[src/rtl/doodle_pkg.sv]
// rtl/doodle_pkg.sv - shared types and screen geometry for the doodle sprite logic
package doodle_pkg;

    typedef enum logic [1:0] {
        IDLE = 2'd0,
        RISE = 2'd1,
        FALL = 2'd2,
        DEAD = 2'd3
    } motion_state_t;

    typedef logic signed [3:0] delta_t;

    localparam int SCREEN_W = 800;
    localparam int SCREEN_H = 600;

    // Opposing keys cancel rather than prioritising one side.
    function automatic delta_t steer(input logic left, input logic right, input int step);
        delta_t d;
        d = 4'sd0;
        if (left && !right) begin
            d = 4'(-step);
        end else if (right && !left) begin
            d = 4'(step);
        end
        return d;
    endfunction

endpackage

[src/rtl/doodle_motion_controller_sync_edge_detect.sv]
// rtl/doodle_motion_controller_sync_edge_detect.sv - two-flop synchroniser with rising-edge pulse
module sync_edge_detect (
    input  logic clk,
    input  logic rst_n,
    input  logic sig_in,
    output logic rise_pulse
);

    logic q1_q, q1_d;
    logic q2_q, q2_d;

    always_comb begin
        q1_d = sig_in;
        q2_d = q1_q;
    end

    always_ff @(posedge clk or negedge rst_n) begin
        if (!rst_n) begin
            q1_q <= 1'b0;
            q2_q <= 1'b0;
        end else begin
            q1_q <= q1_d;
            q2_q <= q2_d;
        end
    end

    assign rise_pulse = q1_q & ~q2_q;

endmodule

[src/rtl/doodle_motion_controller.sv]
// rtl/doodle_motion_controller.sv - per-frame jump/fall sequencer, gravity, steering and sprite position
module doodle_motion_controller
    import doodle_pkg::*;
#(
    parameter int SCREEN_W    = doodle_pkg::SCREEN_W,
    parameter int SCREEN_H    = doodle_pkg::SCREEN_H,
    parameter int SPRITE_H    = 40,
    parameter int START_X     = 380,
    parameter int START_Y     = 500,
    parameter int JUMP_V      = 7,
    parameter int GRAVITY_DIV = 4,
    parameter int STEP_X      = 3
) (
    input  logic               clk,
    input  logic               rst,
    input  logic               frame_sync,
    input  logic               start,
    input  logic               move_left,
    input  logic               move_right,
    input  logic               platform_hit,
    output logic signed [3:0]  delta_x,
    output logic signed [3:0]  delta_y,
    output logic [10:0]        doodle_x,
    output logic [9:0]         doodle_y,
    output motion_state_t      state,
    output logic               update_done
);

    localparam logic signed [3:0]  VY_LAUNCH = 4'(-JUMP_V);
    localparam logic signed [3:0]  VY_MAX    = 4'sd7;
    localparam logic [7:0]         CNT_LAST  = 8'(GRAVITY_DIV - 1);
    localparam logic signed [11:0] W12       = 12'(SCREEN_W);
    localparam logic signed [11:0] H12       = 12'(SCREEN_H);
    localparam logic signed [11:0] SPR12     = 12'(SPRITE_H);

    logic frame_edge;

    motion_state_t     state_q, state_d;
    logic signed [3:0] vy_q, vy_d;
    logic [7:0]        cnt_q, cnt_d;
    logic signed [3:0] dx_q, dx_d;
    logic signed [3:0] dy_q, dy_d;
    logic [10:0]       x_q, x_d;
    logic [9:0]        y_q, y_d;
    logic              done_q, done_d;
    logic              upd_q, upd_d;

    delta_t             steer_dx;
    logic signed [11:0] x_sum, x_wrap;
    logic signed [10:0] y_sum;
    logic signed [11:0] foot;
    logic [9:0]         y_clamped;
    logic signed [3:0]  vy_grav;
    logic [7:0]         cnt_grav;
    logic               hits_floor;

    sync_edge_detect u_frame_edge (
        .clk        (clk),
        .rst_n      (rst),
        .sig_in     (frame_sync),
        .rise_pulse (frame_edge)
    );

    always_comb begin
        state_d = state_q;
        vy_d    = vy_q;
        cnt_d   = cnt_q;
        dx_d    = dx_q;
        dy_d    = dy_q;
        x_d     = x_q;
        y_d     = y_q;
        done_d  = 1'b0;

        // Edges seen outside RISE/FALL never become updates, which also drops
        // an edge that coincides with a start pulse.
        upd_d = frame_edge && (state_q == RISE || state_q == FALL);

        steer_dx = steer(move_left, move_right, STEP_X);
        x_sum    = $signed({1'b0, x_q}) + 12'(steer_dx);
        if (x_sum < 12'sd0) begin
            x_wrap = x_sum + W12;
        end else if (x_sum >= W12) begin
            x_wrap = x_sum - W12;
        end else begin
            x_wrap = x_sum;
        end

        y_sum      = $signed({1'b0, y_q}) + 11'(vy_q);
        y_clamped  = (y_sum < 11'sd0) ? 10'd0 : y_sum[9:0];
        foot       = $signed({y_sum[10], y_sum}) + SPR12;
        hits_floor = (foot >= H12);

        if (cnt_q == CNT_LAST) begin
            cnt_grav = 8'd0;
            vy_grav  = (vy_q == VY_MAX) ? VY_MAX : vy_q + 4'sd1;
        end else begin
            cnt_grav = cnt_q + 8'd1;
            vy_grav  = vy_q;
        end

        case (state_q)
            IDLE: begin
                if (start) begin
                    state_d = RISE;
                    vy_d    = VY_LAUNCH;
                    cnt_d   = 8'd0;
                end
            end
            DEAD: begin
                if (start) begin
                    state_d = RISE;
                    vy_d    = VY_LAUNCH;
                    cnt_d   = 8'd0;
                    x_d     = 11'(START_X);
                    y_d     = 10'(START_Y);
                end
            end
            RISE, FALL: begin
                if (upd_q) begin
                    done_d = 1'b1;
                    dx_d   = steer_dx;
                    dy_d   = vy_q;
                    x_d    = x_wrap[10:0];
                    if (platform_hit && vy_q > 4'sd0) begin
                        state_d = RISE;
                        vy_d    = VY_LAUNCH;
                        cnt_d   = 8'd0;
                        y_d     = y_clamped;
                    end else if (state_q == FALL && hits_floor) begin
                        state_d = DEAD;
                        dx_d    = 4'sd0;
                        dy_d    = 4'sd0;
                        x_d     = x_q;
                    end else begin
                        y_d   = y_clamped;
                        vy_d  = vy_grav;
                        cnt_d = cnt_grav;
                        if (state_q == RISE && vy_grav >= 4'sd0) begin
                            state_d = FALL;
                        end
                    end
                end
            end
            default: state_d = IDLE;
        endcase
    end

    always_ff @(posedge clk or negedge rst) begin
        if (!rst) begin
            state_q <= IDLE;
            vy_q    <= 4'sd0;
            cnt_q   <= 8'd0;
            dx_q    <= 4'sd0;
            dy_q    <= 4'sd0;
            x_q     <= 11'(START_X);
            y_q     <= 10'(START_Y);
            done_q  <= 1'b0;
            upd_q   <= 1'b0;
        end else begin
            state_q <= state_d;
            vy_q    <= vy_d;
            cnt_q   <= cnt_d;
            dx_q    <= dx_d;
            dy_q    <= dy_d;
            x_q     <= x_d;
            y_q     <= y_d;
            done_q  <= done_d;
            upd_q   <= upd_d;
        end
    end

    assign delta_x     = dx_q;
    assign delta_y     = dy_q;
    assign doodle_x    = x_q;
    assign doodle_y    = y_q;
    assign state       = state_q;
    assign update_done = done_q;

endmodule

[config.mk]
export PLATFORM = sky130hd
export DESIGN_NAME = doodle_motion_controller
export DESIGN_NICKNAME = d
export VERILOG_FILES = /design/src/rtl/doodle_pkg.sv /design/src/rtl/doodle_motion_controller_sync_edge_detect.sv /design/src/rtl/doodle_motion_controller.sv
export SDC_FILE = /design/constraint.sdc
export NUM_CORES = 1
export LEC_CHECK = 0
export CAP_MARGIN = 30
export CORE_MARGIN = 4
export CORE_UTILIZATION = 40
export DETAILED_ROUTE_END_ITERATION = 6
export PLACE_DENSITY_LB_ADDON = 0.3
export SYNTH_ARGS = -nofsm -noshare
export SYNTH_HDL_FRONTEND = slang
export SYNTH_SLANG_ARGS = --single-unit
[constraint.sdc]
create_clock -name clk -period 5.05 [get_ports clk]
set_input_delay 1.515 -clock clk [delete_from_list [all_inputs] [get_ports clk]]
set_output_delay 1.515 -clock clk [all_outputs]
set_load 0.02 [all_outputs]
==> results of run 1 <==
[flip-flops by register name, summed over array words and instances (netlist names)]
name,flops
u_frame_edge.q2_q,1
cnt_q,8
delta_y,4
doodle_y,10
state,2
u_frame_edge.q1_q,1
delta_x,3
update_done,1
doodle_x,11
vy_q,4
upd_q,1
[where the power goes]
group / total, W / switching (W) / internal (W)
registers: 0.000663 / 0.000144 / 0.000519
logic: 0.00251 / 0.00148 / 0.00103
clock network: 0.000281 / 0.000133 / 0.000148
total: 0.00345 / 0.00175 / 0.00170
[cell type report]
class                      count  area (sq um)  share of cell area
multi-input combinational    372          2710               0.555
sequential                    46          1170               0.239
timing repair buffer          67           593               0.122
tap                          133           166              0.0342
inverter                      34           128              0.0262
clock buffer                   5          68.8              0.0141
clock inverter                 3          43.8             0.00899
[synthesized netlist by cell type (4+ instances only)]
library cell	instances	share of area
o22ai_1	5	0.0078
nor4_1	14	0.022
nand2_1	32	0.030
o211ai_1	7	0.013
dfrtp_1	34	0.21
ha_1	32	0.099
o221ai_1	4	0.0087
nor3_1	14	0.017
and3_1	9	0.014
a31oi_1	10	0.016
a21oi_1	22	0.027
a221oi_1	8	0.017
or4_1	13	0.024
a211oi_1	5	0.0093
nor2_1	43	0.040
or2_2	4	0.0062
o31ai_1	8	0.015
clkbuf_1	20	0.019
inv_1	34	0.032
o21ai_0	14	0.017
nand3_1	10	0.012
dfstp_2	12	0.078
a21o_1	5	0.0093
xor2_1	6	0.013
or3_1	8	0.012
xnor2_1	15	0.033
o21ai_1	4	0.0050
o21a_1	9	0.017
nand2b_1	4	0.0062
[cell families after synthesis]
kind of cell             count (synthesis)
AND/OR/NAND/NOR                        175
adder cells (fa/ha/maj)                 34
multiplexers                             4
AO/OA/AOI/OAI                          138
flip-flops                              46
buffers and inverters                   60
XOR/XNOR                                21
[per-layer routing]
layer  up-vias  track usage  wire [um]
met4         0       0.0469         99
met2        93        0.295       4970
met5         -            0          0
met1      1834        0.278       5210
li1       1901            -          -
met3        10       0.0287        537
[worst min-delay path by stage]
stage	endpoint	slack [ns]	cells after the start
after CTS	u_frame_edge.q2_q$_DFF_PN0_	0.40	0
after detailed placement	u_frame_edge.q2_q$_DFF_PN0_	0.38	0
after global placement	u_frame_edge.q2_q$_DFF_PN0_	0.37	0
after global routing	u_frame_edge.q2_q$_DFF_PN0_	0.42	0
after floorplan	u_frame_edge.q2_q$_DFF_PN0_	0.35	0
final	upd_q$_DFF_PN0_	0.40	1
[through the flow]
stage | setup TNS [ns] | instance area [sq um] | total power, W
after floorplan | 0 | 4030 | 0.00234
after global placement | -0.231 | 4680 | 0.00304
after detailed placement | -1.00 | 4680 | 0.00309
after CTS | 0 | 4800 | 0.00339
after global routing | -0.147 | 4870 | 0.00376
final | 0 | 4870 | 0.00345
==> impl_metrics.tcl, run 1 <==
set metrics [dict create \
    critical_path.top_delay_family "compound AO/OA/AOI/OAI gates" \
    htree_levels 2 \
    maxCapViolCount 0 \
    first_iter_violations 246 \
    path_class "in2reg" \
    yosys_warnings 0 \
    final_cells 660 \
    min_from "u_frame_edge.q2_q$_DFF_PN0_" \
    synth_edf_count 0 \
    io_pins 39 \
    synth_top_family_by_area "compound AO/OA/AOI/OAI gates" \
    pre_cts_slack_ns -0.218 \
    syn_inst 478 \
    crit_end "doodle_x[8]$_DFFE_PN1P_" \
    final_util 0.498 \
    period_needed_ns 4.90 \
    syn_nets 519 \
    synth_seq_area_share 0.289 \
    layout_common_cells "nor2_1, clkdlybuf4s50_1, inv_1, dfrtp_1, nand2_1" \
    final_antenna_net_count 0 \
    grt_max_degree 39 \
    io_buffers 38 \
    p_leak_nw 2.02 \
    fp.dieW_um 108 \
    routabilityCongestion 0.956 \
    syn2layout_area_growth_pct 20.8 \
    synth_xor_area_frac 0.0456 \
    grt_pass1_wl_um 18000 \
    firstDrtPassIters 4 \
    cp-end-kind "flip-flop" \
    cp.required_ns 5.29 \
    drive_above_1_share 0.156 \
    core_region_area_sq_um 9770 \
    ys_types 74 \
    synth_area_sq_um 4030 \
    ctsResizeCount 0 \
    grt_use_total 0.190 \
    drc 0 \
    cts_sinks 46 \
    fp-row-count 36 \
    synth_ff_type "dfrtp_1" \
    async_flop_share 1.00 \
    crit_chain "clkdlybuf4s50_1 -> inv_1 -> ha_1 -> buf_4 -> ha_2 -> and2_1 -> buf_4 -> o21a_1 -> o311a_1 -> o2111ai_1 -> nor3b_2 -> nor3_1 -> o21ai_0 -> o311ai_0 -> or4_1 -> o311a_1" \
    via_per_inst 5.82 \
    worst_ep_arrival_time_ns 5.14 \
    finalClockSkew_ns 0.00791 \
    peakVddDrop_mv 0.256 \
    slew_viol_final 0 \
    setup.worst_path.start_class "input pin" \
    clk_path_buf_depth 2 \
    postCtsSetupRepairBufs 0 \
    critical_path.startpoint "move_right" \
    avgSynthCellArea_sq_um 8.43 \
    synth-compound-area-share 0.250 \
    grt_pass1_vias 3583 \
    status "completed" \
    tightest_slew_ns 1.02 \
    hpwl_um 8230 \
    setup_viol 0 \
    yosys_register_bits 46 \
    dieArea_sq_um 11700 \
    via_count 3838 \
    path_clk_slew_ns 0.09 \
    fill_cells 949 \
    power-per-cell-area_nw_per_um2 709 \
    synth_mux_area_frac 0.0102 \
    hold_path_class "reg2reg" \
    numCtsBuffers 5 \
    max_freq_ghz 0.204 \
    synthAdderAreaFrac 0.109 \
    fin_nets 567 \
    diodes 0 \
    antenna_found_initial 0 \
    reg2reg_from "vy_q[0]$_DFFE_PN0P_" \
    placedCellCount 652 \
    grt_overflow 0 \
    timing.slew.headroom 0.318 \
    cts-root-buf "clkbuf_8" \
    die_y_um 108 \
    layout_commonest_cell "nor2_1" \
    start_util 0.412 \
    cts_tree "yes" \
    drt-total-wl_um 10800 \
    cp_num_cells 16 \
    clock_latency_ns 0.31 \
    path_buf_inv 4 \
    post-route-period-util 0.971 \
    cpPeakStageDelay_ns 0.49 \
    rr_endpoint "doodle_x[9]$_DFFE_PN0P_" \
    rr_worst_depth 15 \
    hold_buffers 0 \
    setup_slack_ns 0.145 \
    wl_per_cell_um 16.4 \
    synth-simple-area-share 0.234 \
    path_max_fanout 5 \
    cp_slowest_cell "clkdlybuf4s50_1" \
    hold_violations 0 \
    r2r_slack_ns 0.54 \
    worst_hold_slack_ns 0.397 \
]
(Power assumes the default switching activity.)
==> run 2, diff against run 1 <==
--- a/config.mk
+++ b/config.mk
@@ -10,6 +10,7 @@
 export CORE_UTILIZATION = 40
 export DETAILED_ROUTE_END_ITERATION = 6
 export PLACE_DENSITY_LB_ADDON = 0.3
+export RECOVER_POWER = 25
 export SYNTH_ARGS = -nofsm -noshare
 export SYNTH_HDL_FRONTEND = slang
 export SYNTH_SLANG_ARGS = --single-unit
==> run 2 against run 1 <==
  * The run now ends with max-capacitance violations, max-slew violations left
  * Clock skew rose by 0.0017 ns
  * Die area did not move
  * Flip-flop and latch count did not move
  * Critical endpoint unchanged
  * Largest cell class unchanged
  * Hold slack barely moved
  * Total power barely moved
  * Non-clock buffer count did not move
  * Combinational power barely moved
  * Via count fell by 0.10%
  * Fmax barely moved
  * Final cell count did not move
  * Global-route usage did not move
==> impl_metrics.tcl, run 2 (synthesis results as in run 1) <==
set metrics [dict create \
    hold_depth 1 \
    cts_sinks 46 \
    status "complete, but fails checks" \
    drive_above_1_share 0.152 \
    path_buf_inv 4 \
    grt_pass1_wl_um 18000 \
    dieArea_sq_um 11700 \
    setup.worst_path.start_class "input pin" \
    final_util 0.498 \
    grt_pass1_vias 3583 \
    fin_nets 567 \
    layout_common_cells "nor2_1, clkdlybuf4s50_1, inv_1, dfrtp_1, nand2_1" \
    cp.required_ns 5.29 \
    fp.dieW_um 108 \
    antenna_found_initial 0 \
    fp-row-count 36 \
    hold_violations 0 \
    max_freq_ghz 0.204 \
    path_clk_slew_ns 0.09 \
    violations "max-capacitance violations, max-slew violations" \
    largest_reg_flops 11 \
    diodes 0 \
    htree_levels 2 \
    final_antenna_net_count 0 \
    crit_chain "clkdlybuf4s50_1 -> inv_1 -> ha_1 -> buf_4 -> ha_2 -> and2_1 -> buf_4 -> o21a_1 -> o311a_1 -> o2111ai_1 -> nor3b_2 -> nor3_1 -> o21ai_0 -> o311ai_0 -> or4_1 -> o311a_1" \
    post-route-period-util 0.971 \
    drt-total-wl_um 10800 \
    cp_slowest_cell "clkdlybuf4s50_1" \
    pre_cts_slack_ns -0.218 \
    critical_path.top_delay_family "compound AO/OA/AOI/OAI gates" \
    final_cell_area_sq_um 4870 \
    start_util 0.412 \
    clk_path_buf_depth 2 \
    grt_overflow 0 \
    die_y_um 108 \
    maxCapViolCount 1 \
    min_from "u_frame_edge.q2_q$_DFF_PN0_" \
    wl_per_cell_um 16.4 \
    timing.slew.headroom -0.363 \
    cts-root-buf "clkbuf_8" \
    clock_latency_ns 0.31 \
    grt_use_total 0.190 \
    grt_max_degree 39 \
    hold_path_class "reg2reg" \
    worst_hold_slack_ns 0.397 \
    syn2layout_area_growth_pct 20.7 \
    routabilityCongestion 0.956 \
    rr_endpoint "doodle_x[9]$_DFFE_PN0P_" \
    reg2reg_from "vy_q[0]$_DFFE_PN0P_" \
    firstDrtPassIters 5 \
    cts_tree "yes" \
    first_iter_violations 246 \
    r2r_slack_ns 0.54 \
    slew_viol_final 39 \
    layout_commonest_cell "nor2_1" \
    via_per_inst 5.81 \
    hold_end "upd_q$_DFF_PN0_" \
    setup_viol 0 \
    power-per-cell-area_nw_per_um2 709 \
    path_class "in2reg" \
    rr_worst_depth 15 \
    hpwl_um 8230 \
    period_needed_ns 4.90 \
    hold_buffers 0 \
    setup_slack_ns 0.146 \
    io_pins 39 \
    io_buffers 38 \
    core_region_area_sq_um 9770 \
    cpPeakStageDelay_ns 0.49 \
    worst_ep_arrival_time_ns 5.14 \
    path_max_fanout 5 \
    numCtsBuffers 5 \
    finalClockSkew_ns 0.00957 \
    via_count 3834 \
    p_leak_nw 2.01 \
    cp-end-kind "flip-flop" \
    placed_area_sq_um 4680 \
    power.total_w 0.00345 \
    tightest_slew_ns 2.04 \
    peakVddDrop_mv 0.256 \
    drc 0 \
]
[run 2: changes by cell type in the layout (fill, tap and decap cells not counted)]
cell / previous run / this run
dlygate4sd3_1: 0 / 1
clkbuf_1: 0 / 2
clkdlybuf4s50_1: 37 / 36
buf_4: 29 / 28
buf_2: 1 / 0
[run 2: through the flow]
stage                     setup TNS (ns)  std cells
final                                  0        660
after global placement            -0.231        652
after detailed placement           -1.00        652
after floorplan                        0        478
after global routing              -0.147        660
after CTS                              0        660
[run 2: how the worst max path moves through the flow]
stage | from | to | depth (start not counted)
floorplan | move_right | doodle_x[10]$_DFFE_PN0P_ | 13
global placement | move_left | doodle_x[10]$_DFFE_PN0P_ | 17
detailed placement | move_left | doodle_x[10]$_DFFE_PN0P_ | 17
CTS | move_left | doodle_x[10]$_DFFE_PN0P_ | 17
global route | move_left | doodle_x[8]$_DFFE_PN1P_ | 17
finish | move_right | doodle_x[8]$_DFFE_PN1P_ | 16
[run 2: area by class of cell]
| class | instances | area (sq um) |
|---|---|---|
| clock buffers | 5 | 68.8 |
| clock inverters | 3 | 43.8 |
| fillers | 952 | 4910 |
| well taps | 133 | 166 |
| multi-input cells | 372 | 2710 |
| repair buffers | 67 | 588 |
| inverters | 34 | 128 |
| flip-flops and latches | 46 | 1170 |
[run 2: routing by layer]
layer / GRT usage / up-vias / share of wire
met5: 0 / - / 0
met4: 0.0469 / 0 / 0.0091
met3: 0.0287 / 10 / 0.047
met2: 0.295 / 88 / 0.46
met1: 0.278 / 1835 / 0.48
li1: - / 1901 / -
[run 2: repair_timing]
item,4_1_cts,5_1_grt
gates resized for setup,0,12
setup buffers,0,0
setup endpoints to repair,0,6
[run 2: power by group]
part | switching (W) | total (W) | internal (W)
logic | 0.00148 | 0.00251 | 0.00103
registers | 0.000144 | 0.000663 | 0.000519
clock network | 0.000134 | 0.000282 | 0.000148
total | 0.00175 | 0.00345 | 0.00170
==> run 3, diff against run 2 <==
==> constraint.sdc (replaced) <==
create_clock -name clk -period 5.05 [get_ports clk]
set_input_delay 1.2625 -clock clk [delete_from_list [all_inputs] [get_ports clk]]
set_output_delay 1.2625 -clock clk [all_outputs]
set_load 0.02 [all_outputs]
==> run 3 against run 2 <==
  * The run still ends with max-capacitance violations, max-slew violations left
  * Sequential share of layout area grew 1.1 points
  * Critical endpoint is now doodle_x[10]$_DFFE_PN0P_
  * Worst setup slack better by 0.15 ns
  * Combinational power decreased by 6%
==> impl_metrics.tcl, run 3 (synthesis results as in run 1) <==
set metrics [dict create \
    post-route-period-util 0.941 \
    hold_depth 0 \
    rr_endpoint "cnt_q[1]$_DFFE_PN0P_" \
    first_iter_violations 227 \
    cts_sinks 46 \
    fill_cells 946 \
    period_needed_ns 4.75 \
    final_antenna_net_count 0 \
    htree_levels 2 \
    routabilityCongestion 0.921 \
    fp-row-count 36 \
    met1_usage 0.276 \
    max_freq_ghz 0.210 \
    r2r_slack_ns 0.64 \
    grt_overflow 0 \
    min_from "u_frame_edge.q1_q$_DFF_PN0_" \
    final_cell_area_sq_um 4660 \
    power_frac_comb 0.710 \
    placed_area_sq_um 4540 \
    cts_tree "yes" \
    finalClockSkew_ns 0.0183 \
    via_count 3813 \
    setup_slack_ns 0.295 \
    cp.required_ns 5.27 \
    grtUsageMet2 0.295 \
    layout_common_cells "nor2_1, clkdlybuf4s50_1, inv_1, dfrtp_1" \
    p_leak_nw 1.90 \
    peakVddDrop_mv 0.255 \
    layout_commonest_cell "nor2_1" \
    die_y_um 108 \
    switching_power_w 0.00172 \
    grt_setup_unrepaired "false" \
    multiInputGateArea_sq_um 2640 \
    cp-end-kind "flip-flop" \
    syn2layout_area_growth_pct 15.5 \
    io_buffers 38 \
    drt-total-wl_um 10800 \
    switching_share 0.519 \
    slew_viol_final 47 \
    fp.dieW_um 108 \
    wl_per_cell_um 16.8 \
    path_clk_slew_ns 0.10 \
    violations "max-capacitance violations, max-slew violations" \
    hpwl_um 7940 \
    io_pins 39 \
    cts-root-buf "clkbuf_8" \
    hold_path_class "reg2reg" \
    numCtsBuffers 5 \
    diodes 0 \
    grt_max_degree 47 \
    path_max_fanout 7 \
    hold_violations 0 \
    worst_hold_slack_ns 0.394 \
    antenna_found_initial 0 \
    rr_worst_depth 11 \
    grt_use_total 0.188 \
    final_util 0.477 \
    grt_use_met3 0.0275 \
    power-per-cell-area_nw_per_um2 712 \
    pre_cts_slack_ns -0.0508 \
    via_per_inst 5.95 \
    start_util 0.412 \
    hold_end "u_frame_edge.q2_q$_DFF_PN0_" \
    busiest_layer "met2" \
    drive_above_1_share 0.102 \
    maxCapViolCount 1 \
    worst_ep_arrival_time_ns 4.98 \
    tightest_slew_ns 2.55 \
    grt_pass1_vias 3586 \
    clock_latency_ns 0.32 \
    firstDrtPassIters 4 \
    core_region_area_sq_um 9770 \
    status "complete, but fails checks" \
    final-seq-area_sq_um 1170 \
    dieArea_sq_um 11700 \
    power.internal_w 0.00160 \
    clockPowerShare 0.090 \
    fin_nets 548 \
    largest_reg_flops 11 \
    clk_path_buf_depth 2 \
    drc 0 \
    postCtsSetupRepairBufs 0 \
    setup_viol 0 \
    timing.slew.headroom -0.699 \
    path_class "in2reg" \
    sequentialPowerShare 0.200 \
    reg2reg_from "vy_q[3]$_DFFE_PN0P_" \
    grt_pass1_wl_um 18000 \
    setup.worst_path.start_class "input pin" \
]
==> run 3: cell types whose count changed in the layout (fill, tap and decap cells not counted), sizes merged <==
cell      previous run  this run
buf                 28         9
clkinv               1         0
clkinvlp             0         1
==> run 3: layer usage <==
layer | up-vias | share of wire
met3 | 14 | 0.044
met4 | 0 | 0.0089
li1 | 1849 | -
met5 | - | 0
met1 | 1838 | 0.49
met2 | 112 | 0.46
==> run 3: per-stage QoR <==
step                setup TNS [ns]  instances  total power (W)
global placement                 0        633          0.00294
CTS                              0        641          0.00330
finish                           0        641          0.00332
floorplan                        0        478          0.00234
global route                     0        641          0.00361
detailed placement         -0.0692        633          0.00299
==> run 3: worst max path at each step <==
| stage | from | endpoint |
|---|---|---|
| CTS | move_left | doodle_x[10]$_DFFE_PN0P_ |
| global placement | move_left | doodle_x[8]$_DFFE_PN1P_ |
| floorplan | move_right | doodle_x[10]$_DFFE_PN0P_ |
| global route | move_left | doodle_x[6]$_DFFE_PN1P_ |
| finish | move_left | doodle_x[10]$_DFFE_PN0P_ |
| detailed placement | move_left | doodle_x[10]$_DFFE_PN0P_ |
==> run 3: power by group through the flow <==
| stage | Sequential [W] | Clock, W | Combinational [W] |
|---|---|---|---|
| global route | 0.000685 | 0.000314 | 0.00261 |
| finish | 0.000662 | 0.000300 | 0.00235 |
| CTS | 0.000663 | 0.000301 | 0.00234 |
| detailed placement | 0.000666 | 0 | 0.00232 |
| global placement | 0.000665 | 0 | 0.00228 |
| floorplan | 0.000733 | 0 | 0.00161 |
==> run 3: layout make-up <==
cell class,count,area share
repair buffers,48,0.0951
flip-flops and latches,46,0.250
inverters,34,0.0274
clock inverters,3,0.0105
multi-input cells,372,0.566
clock buffers,5,0.0148
well taps,133,0.0357
==> run 3: what timing repair did <==
item	4_1_cts	5_1_grt
endpoints found under the setup margin	0	1
resized for setup	0	1
hold buffers	0	0
==> run 3: critical path: stages <==
cell	delay, ns
clkdlybuf4s50_1	0.50
inv_1	0.06
ha_1	0.31
inv_1	0.07
ha_1	0.15
inv_1	0.06
fa_1	0.40
nand2b_1	0.17
a21oi_1	0.23
o311a_1	0.25
nor2_1	0.11
xor2_2	0.21
or3_1	0.39
nor3_1	0.16
nor3_1	0.06
or4_1	0.39
o221ai_1	0.19
